`config.mk`:
```
export PLATFORM = sky130hd
export DESIGN_NAME = uart_rx
export DESIGN_NICKNAME = d
export VERILOG_FILES = /design/src/rtl/uart_rx.sv
export SDC_FILE = /design/constraint.sdc
export NUM_CORES = 1
export LEC_CHECK = 0
export CAP_MARGIN = 40
export CORE_ASPECT_RATIO = 0.75
export CORE_MARGIN = 2
export CORE_UTILIZATION = 30
export DETAILED_ROUTE_END_ITERATION = 8
export GPL_ROUTABILITY_DRIVEN = 0
export PLACE_DENSITY_LB_ADDON = 0.08
export REMOVE_ABC_BUFFERS = 1
export SLEW_MARGIN = 40
export SYNTH_ARGS = -nofsm -noshare
export SYNTH_HDL_FRONTEND = slang
export SYNTH_SLANG_ARGS = --single-unit
```
`constraint.sdc`:
```
create_clock -name clk -period 3.91 [get_ports clk]
set_input_delay 0.9775 -clock clk [delete_from_list [all_inputs] [get_ports clk]]
set_output_delay 0.9775 -clock clk [all_outputs]
set_load 0.05 [all_outputs]
```
`src/rtl/uart_rx.sv`:
```
// 8N1 UART receiver with oversampled start validation, valid/ready output, overrun and framing-error flags.
// Optional 8E1 framing with a parity_err pulse when UART_RX_PARITY_EN is defined.
module uart_rx #(
    parameter int unsigned CLK_FREQ   = 50_000_000,
    parameter int unsigned BAUD_RATE  = 115200,
    parameter int unsigned OVERSAMPLE = 16
) (
    input  logic       clk,
    input  logic       reset,
    input  logic       rx_in,
    output logic [7:0] data_out,
    output logic       data_valid,
    input  logic       data_ready,
    output logic       frame_err,
`ifdef UART_RX_PARITY_EN
    output logic       parity_err,
`endif
    output logic       overrun,
    output logic       busy
);

    localparam int unsigned DIV    = CLK_FREQ / (BAUD_RATE * OVERSAMPLE);
    localparam int unsigned TICK_W = (DIV > 1) ? $clog2(DIV) : 1;
    localparam int unsigned SAMP_W = $clog2(OVERSAMPLE);

    if (DIV < 1) begin : g_div_check
        $error("uart_rx: CLK_FREQ too low for BAUD_RATE*OVERSAMPLE");
    end
    if ((OVERSAMPLE < 4) || (OVERSAMPLE % 2 != 0)) begin : g_os_check
        $error("uart_rx: OVERSAMPLE must be even and >= 4");
    end

    typedef enum logic [2:0] {IDLE, START, DATA, PARITY, STOP, BREAK} state_t;

    state_t              state, state_n;
    logic                rx_meta, rx_s;
    logic [TICK_W-1:0]   tick_cnt;
    logic                samp_tick;
    logic [SAMP_W-1:0]   sample_cnt, sample_cnt_n;
    logic [2:0]          bit_cnt, bit_cnt_n;
    logic [7:0]          shift_reg, shift_n;
    logic [7:0]          data_out_n;
    logic                data_valid_n, overrun_n, frame_err_n, busy_n;
    logic                full_bit_c, half_bit_c, byte_ok_c;
`ifdef UART_RX_PARITY_EN
    logic                parity_bad, parity_bad_n, parity_err_n;
    assign byte_ok_c = ~parity_bad;
`else
    assign byte_ok_c = 1'b1;
`endif

    // Two-flop synchronizer; the line idles high
    always_ff @(posedge clk or posedge reset) begin
        if (reset) begin
            rx_meta <= 1'b1;
            rx_s    <= 1'b1;
        end else begin
            rx_meta <= rx_in;
            rx_s    <= rx_meta;
        end
    end

    // Free-running oversample tick, never realigned to the start edge
    assign samp_tick = (tick_cnt == TICK_W'(DIV - 1));
    always_ff @(posedge clk or posedge reset) begin
        if (reset)          tick_cnt <= '0;
        else if (samp_tick) tick_cnt <= '0;
        else                tick_cnt <= tick_cnt + TICK_W'(1);
    end

    assign full_bit_c = (sample_cnt == SAMP_W'(OVERSAMPLE - 1));
    assign half_bit_c = (sample_cnt == SAMP_W'(OVERSAMPLE / 2 - 1));

    always_ff @(posedge clk or posedge reset) begin
        if (reset) begin
            state      <= IDLE;
            sample_cnt <= '0;
            bit_cnt    <= '0;
            shift_reg  <= '0;
            data_out   <= '0;
            data_valid <= 1'b0;
            overrun    <= 1'b0;
            frame_err  <= 1'b0;
            busy       <= 1'b0;
`ifdef UART_RX_PARITY_EN
            parity_bad <= 1'b0;
            parity_err <= 1'b0;
`endif
        end else begin
            state      <= state_n;
            sample_cnt <= sample_cnt_n;
            bit_cnt    <= bit_cnt_n;
            shift_reg  <= shift_n;
            data_out   <= data_out_n;
            data_valid <= data_valid_n;
            overrun    <= overrun_n;
            frame_err  <= frame_err_n;
            busy       <= busy_n;
`ifdef UART_RX_PARITY_EN
            parity_bad <= parity_bad_n;
            parity_err <= parity_err_n;
`endif
        end
    end

    always_comb begin
        state_n      = state;
        sample_cnt_n = sample_cnt;
        bit_cnt_n    = bit_cnt;
        shift_n      = shift_reg;
        data_out_n   = data_out;
        data_valid_n = data_valid;
        overrun_n    = overrun;
        frame_err_n  = 1'b0;
        busy_n       = busy;
`ifdef UART_RX_PARITY_EN
        parity_bad_n = parity_bad;
        parity_err_n = 1'b0;
`endif
        // Accept first, so a byte completing in the same clk overrides it
        if (data_valid && data_ready) begin
            data_valid_n = 1'b0;
            overrun_n    = 1'b0;
        end

        case (state)
            IDLE: begin
                if (samp_tick && !rx_s) begin
                    state_n      = START;
                    sample_cnt_n = '0;
                    busy_n       = 1'b1;
                end
            end
            START: begin
                if (samp_tick) begin
                    if (half_bit_c) begin
                        sample_cnt_n = '0;
                        if (!rx_s) begin
                            state_n   = DATA;
                            bit_cnt_n = '0;
                        end else begin
                            state_n = IDLE;
                            busy_n  = 1'b0;
                        end
                    end else begin
                        sample_cnt_n = sample_cnt + SAMP_W'(1);
                    end
                end
            end
            DATA: begin
                if (samp_tick) begin
                    if (full_bit_c) begin
                        sample_cnt_n = '0;
                        shift_n      = {rx_s, shift_reg[7:1]};
                        if (bit_cnt == 3'd7) begin
`ifdef UART_RX_PARITY_EN
                            state_n = PARITY;
`else
                            state_n = STOP;
`endif
                        end else begin
                            bit_cnt_n = bit_cnt + 3'd1;
                        end
                    end else begin
                        sample_cnt_n = sample_cnt + SAMP_W'(1);
                    end
                end
            end
`ifdef UART_RX_PARITY_EN
            PARITY: begin
                if (samp_tick) begin
                    if (full_bit_c) begin
                        sample_cnt_n = '0;
                        parity_bad_n = (^shift_reg) ^ rx_s;
                        parity_err_n = (^shift_reg) ^ rx_s;
                        state_n      = STOP;
                    end else begin
                        sample_cnt_n = sample_cnt + SAMP_W'(1);
                    end
                end
            end
`endif
            STOP: begin
                if (samp_tick) begin
                    if (full_bit_c) begin
                        sample_cnt_n = '0;
                        if (rx_s) begin
                            if (byte_ok_c) begin
                                data_out_n   = shift_reg;
                                data_valid_n = 1'b1;
                                if (data_valid && !data_ready) overrun_n = 1'b1;
                            end
                            state_n = IDLE;
                            busy_n  = 1'b0;
                        end else begin
                            frame_err_n = 1'b1;
                            state_n     = BREAK;
                        end
                    end else begin
                        sample_cnt_n = sample_cnt + SAMP_W'(1);
                    end
                end
            end
            BREAK: begin
                if (samp_tick && rx_s) begin
                    state_n = IDLE;
                    busy_n  = 1'b0;
                end
            end
            default: begin
                state_n = IDLE;
                busy_n  = 1'b0;
            end
        endcase
    end

endmodule

```
==> impl_metrics.toml, run 1 <==
[worst_setup_path]
crit_fanout = 4
crit_path_top_delay_cell = "clkdlybuf4s50_1"
crit_chain = "clkdlybuf4s50_1"
crit_type = "flip-flop to output pin"
crit_arrival_ns = 1.51
cpPeakStageDelay_ns = 0.82
worstSetupEndpointType = "output pin"
cp.required_ns = 2.93
crit_family = "buffers and inverters"
cp-start-kind = "flip-flop"
crit_buf_inv = 1

[pwr]
p_leak_nw = 0.9446
power_density_mw_per_mm2 = 319.2
peakVddDrop_mv = 0.1376

[yosys]
syn-cell-area_mm2 = 0.001812
async_flop_share_pct = 100.0
synth_cells = 150
syn_avg_cell_area_um2 = 12.08
synthTopCellsByArea = "dfrtp_1 (48%), mux2_2 (11%), ha_1 (3.5%)"
synthMostInstantiatedCell = "dfrtp_1"
yosys_warnings = 0
synth_top_area_share_pct = 48.34
synth_common_cells = "dfrtp_1 (35), mux2_2 (17), nor2_1 (9)"
synth_cell_type_count = 47
ys_ff_latch = 37
synth_area_leader_cell = "dfrtp_1"
ys.flop_type = "dfrtp_1"
synth_edf_count = 0
yosysSeqAreaShare_pct = 51.24

[routing]
drtIter0Drc = 75
vias_per_cell = 4.951
vias = 1218
drtPass1Iterations = 4
ant_nets = 0
finalWirelength_um = 3456
wl_per_cell_um = 14.05
drc = 0

[floorplan]
start_util_pct = 31.10
core_area_mm2 = 0.005826
die_w_um = 93.74
die_area_mm2 = 0.006683
io_pins = 16
dieHeight_um = 71.30
num_rows = 24

[timing]
setup_viol = 0
finClkSkew_ns = 0.01178
setup_tns_ns = 0
tightest_slew_ns = 0.5146
rsz0062_at_grt = "no"
hold_viol = 0
fmax_ghz = 0.4026
slew_viol_final = 0
finalWorstSetupSlack_ns = 1.426
relSlewSlack_pct = 65.69
fin_crit_ns = 2.484
fin_crit_sh_pct = 63.53

[final_layout]
drive_above_1_share_pct = 22.62
multi_input_area_um2 = 825.8
fillCellCount = 595
ff_latch_area_um2 = 928.4
n_antenna_cell = 0
fin_nets = 176
fin_area_mm2 = 0.002107
area_delta_synth_final_pct = 16.30

[placed_design]
placed_area_mm2 = 0.002024
hpwl_um = 2448
dp_slack_ns = 1.630
port_buffers = 15

[grt]
grt_pass1_wl_um = 6030
grt_pass1_vias = 1215
grt_usage_pct = 11.55
antenna_found_initial = 0
grt_max_degree = 22
grt_overflow_total = 0

[run_status]
outcome = "finished clean"

[worst_hold_path]
min_path_type = "flip-flop to flip-flop"

[cts]
cts.clk_slew.worst_paths_ns = 0.08
cts_resized = 0
cts.sinks = 37
ctsHoldBuffers = 0
tritoncts = "yes"
tritoncts.num_buffers = 5
cts_root_buf = "clkbuf_8"
insertion_delay_ns = 0.28
cts_max_level = 2
cts_setup_buffers = 0
max-clock-path-buffers = 2

[job]
max_cap_violations = 0
[per-stage QoR]
step | util, % | power (mW) | hold slack, ns | cells
after floorplan | - | 0.4136 | 0.3452 | 144
final | 36.17 | 0.6726 | 0.3638 | 246
after global routing | 36.17 | 0.7055 | 0.3685 | 246
after detailed placement | 34.75 | 0.4255 | 0.3522 | 238
after CTS | 36.17 | 0.6860 | 0.3624 | 246
after global placement | 34.75 | 0.4246 | 0.3492 | 238
[cell families (layout without fill, tap and decap cells)]
logic type	Yosys count	after routing	synth area share, %
buffers and inverters	10	28	3.177
multiplexers	18	18	11.12
AO/OA/AOI/OAI	33	33	13.12
flip-flops	37	37	51.24
XOR/XNOR	2	2	0.9670
adder cells (fa/ha/maj)	6	6	4.075
AND/OR/NAND/NOR	44	44	16.30
[metal layers]
layer / GRT usage [%] / vias up / routed length (um)
met5: 0 / - / 0
met4: 3.221 / 0 / 12
met3: 3.680 / 2 / 129
met2: 16.67 / 21 / 1481
met1: 16.77 / 603 / 1831
li1: - / 592 / -
[path summary, 6_finish.rpt]
| check | startpoint | end | slack [ns] | depth (start not counted) |
|---|---|---|---|---|
| setup / recovery | data_valid$_DFF_PP0_ | data_valid | 1.43 | 1 |
| hold / removal | rx_meta$_DFF_PP1_ | rx_s$_DFF_PP1_ | 0.36 | 0 |
| setup reg to reg | tick_cnt[0]$_DFF_PP0_ | shift_reg[5]$_DFFE_PP0P_ | 1.96 | 5 |
| hold reg to reg | rx_meta$_DFF_PP1_ | rx_s$_DFF_PP1_ | 0.36 | 0 |
| max in group asynchronous | reset | data_out[1]$_DFFE_PP0P_ | 2.30 | 3 |
| min in group asynchronous | reset | state[1]$_DFFE_PP0P_ | 1.01 | 2 |
[power by group]
group          switching (mW)  total [mW]  internal [mW]  leakage (nW)
sequential            0.00495       0.391          0.386         0.486
combinational          0.0167      0.0267        0.00996         0.413
clock                   0.132       0.255          0.124        0.0450
total                   0.153       0.673          0.519         0.945
[final cells by class]
type                    instances  area share [%]
clock buffers                   6           3.444
clock inverters                 2          0.4751
inverters                       4          0.7126
multi-input cells             103           39.19
flip-flops and latches         37           44.06
well taps                      78           4.632
repair buffers                 16           7.482
[placed cells by master, fill, tap and decap left out, drive strengths merged, types with 2 or more instances in the layout]
cell type,Yosys,layout
nor2,9,9
inv,4,4
a21o,3,3
a21oi,3,3
o21ai,11,11
nand2,6,6
a2bb2oi,2,2
dfstp,2,2
mux2,17,17
o211ai,2,2
nor3b,2,2
dfrtp,35,35
clkinv,0,2
or3b,3,3
clkdlybuf4s50,0,15
nand3,7,7
a31oi,2,2
nor3,2,2
ha,5,5
nor2b,2,2
and3,3,3
a22o,3,3
and2,2,2
clkbuf,2,6
Note: power is estimated with default switching activity, not from simulation.
==> run 2, diff against run 1 <==
clock period = 2.3 ns   (was 3.91 ns; I/O delays follow)
==> run 2 against run 1 <==
  * Via count fell by 1.3%
  * Cell count rose by 0.81%
  * Hold slack about the same
  * Register-to-register slack worse by 1.5 ns
  * Largest power group unchanged
==> impl_metrics.toml, run 2 (synthesis gave the netlist of run 1 again) <==
[grt]
grt_max_degree = 38
grt_usage_pct = 11.79
grt_overflow_total = 0
grt_pass1_vias = 1230
antenna_found_initial = 0
grt_pass1_wl_um = 6127

[final_layout]
area_delta_synth_final_pct = 19.20
mostFrequentLayoutCells = "dfrtp_1 (35), mux2_2 (17), clkdlybuf4s50_1 (15)"
fillCellCount = 588
ff_latch_area_um2 = 928.4
fin_area_mm2 = 0.002160
layout.cells.non_filler = 248
drive_above_1_share_pct = 23.53
n_antenna_cell = 0
fin_nets = 178
multi_input_area_um2 = 825.8
final_common_cell = "dfrtp_1"

[worst_setup_path]
crit_arrival_ns = 1.50
crit_buf_inv = 1
crit_family = "buffers and inverters"
cp.required_ns = 1.73
crit_type = "flip-flop to output pin"
critPathLaunch = "data_valid$_DFF_PP0_"
cpPeakStageDelay_ns = 0.82
worstSetupEndpointType = "output pin"
path_depth = 1
cp-start-kind = "flip-flop"
crit_fanout = 4
rr_startpoint = "state[0]$_DFFE_PP0P_"
rrSetupSlack_ns = 0.42
crit_chain = "clkdlybuf4s50_1"
crit_path_top_delay_cell = "clkdlybuf4s50_1"
timing.rr.end = "state[0]$_DFFE_PP0P_"
reg2regPathDepth = 4

[worst_hold_path]
hold-path-endpoint = "rx_s$_DFF_PP1_"
hold_start = "rx_meta$_DFF_PP1_"
min_path_type = "flip-flop to flip-flop"
hold_path_depth = 0

[routing]
drtIter0Drc = 43
finalWirelength_um = 3514
vias_per_cell = 4.847
wl_per_cell_um = 14.17
drc = 0
ant_nets = 0
vias = 1202
drtPass1Iterations = 4

[timing]
setup_viol = 0
relSlewSlack_pct = 64.72
setup_tns_ns = 0
rsz0062_at_grt = "no"
hold_viol = 0
fin_crit_sh_pct = 90.29
fmax_ghz = 0.4816
tightest_slew_ns = 0.5292
fin_crit_ns = 2.077
finClkSkew_ns = 0.007412
slew_viol_final = 0

[cts]
cts_resized = 0
cts.sinks = 37
cts_root_buf = "clkbuf_8"
cts_setup_buffers = 0
cts_max_level = 2
max-clock-path-buffers = 2
insertion_delay_ns = 0.29
tritoncts.num_buffers = 5
tritoncts = "yes"
ctsHoldBuffers = 0
cts.clk_slew.worst_paths_ns = 0.08

[placed_design]
hpwl_um = 2418
placed_area_mm2 = 0.002039
dp_cells = 240
port_buffers = 15

[pwr]
power.switching_mw = 0.2745
p_int_mw = 1.025
clkPwrFrac_pct = 45.4
sequentialPowerShare_pct = 51.1
peakVddDrop_mv = 0.2583
combPwrFrac_pct = 3.5
power_density_mw_per_mm2 = 601.8
sw_frac_of_total_pct = 21.12
p_leak_nw = 0.9677

[floorplan]
start_util_pct = 31.10
dieHeight_um = 71.30
io_pins = 16
num_rows = 24
die_w_um = 93.74
die_area_mm2 = 0.006683
core_area_mm2 = 0.005826

[job]
max_cap_violations = 0

[run_status]
outcome = "finished clean"
[run 2: final cells by class]
cell class                 count  area share [%]
timing repair buffer          18           7.995
multi-input combinational    103           38.24
clock inverter                 2           1.738
tap                           78           4.519
sequential                    37           42.99
inverter                       4          0.6952
clock buffer                   6           3.824
[run 2: power by group through the flow]
stage / combinational [mW] / clock, mW / sequential (mW)
global placement: 0.0459 / 0 / 0.677
finish: 0.0452 / 0.590 / 0.664
CTS: 0.0470 / 0.617 / 0.664
detailed placement: 0.0469 / 0 / 0.677
floorplan: 0.0246 / 0 / 0.679
global route: 0.0517 / 0.650 / 0.665
[run 2: worst max path at each step]
stage | endpoint | slack (ns)
5_1_grt | data_valid | 0.17
3_3_place_gp | shift_reg[6]$_DFFE_PP0P_ | 0.44
3_5_place_dp | bit_cnt[0]$_DFFE_PP0P_ | 0.42
2_1_floorplan | bit_cnt[0]$_DFFE_PP0P_ | 0.56
4_1_cts | data_valid | 0.21
6_report | data_valid | 0.22
[run 2: metal layers]
| layer | track usage (%) | up-vias | part of all wire (%) |
|---|---|---|---|
| met1 | 17.18 | 584 | 53 |
| met3 | 3.155 | 5 | 3.5 |
| met5 | 0 | - | 0 |
| met2 | 17.14 | 17 | 42 |
| met4 | 3.704 | 0 | 0.91 |
| li1 | - | 596 | - |
[run 2: metrics by stage]
stage          power (mW)  utilization, %  setup slack (ns)  hold WS [ns]
2_1_floorplan      0.7032               -            0.5590        0.3452
3_5_place_dp       0.7236           35.01            0.4233        0.3535
4_1_cts             1.327           37.07            0.2086        0.3650
3_3_place_gp       0.7226           35.01            0.4364        0.3476
6_report            1.300           37.07            0.2234        0.3639
5_1_grt             1.368           37.07            0.1660        0.3703
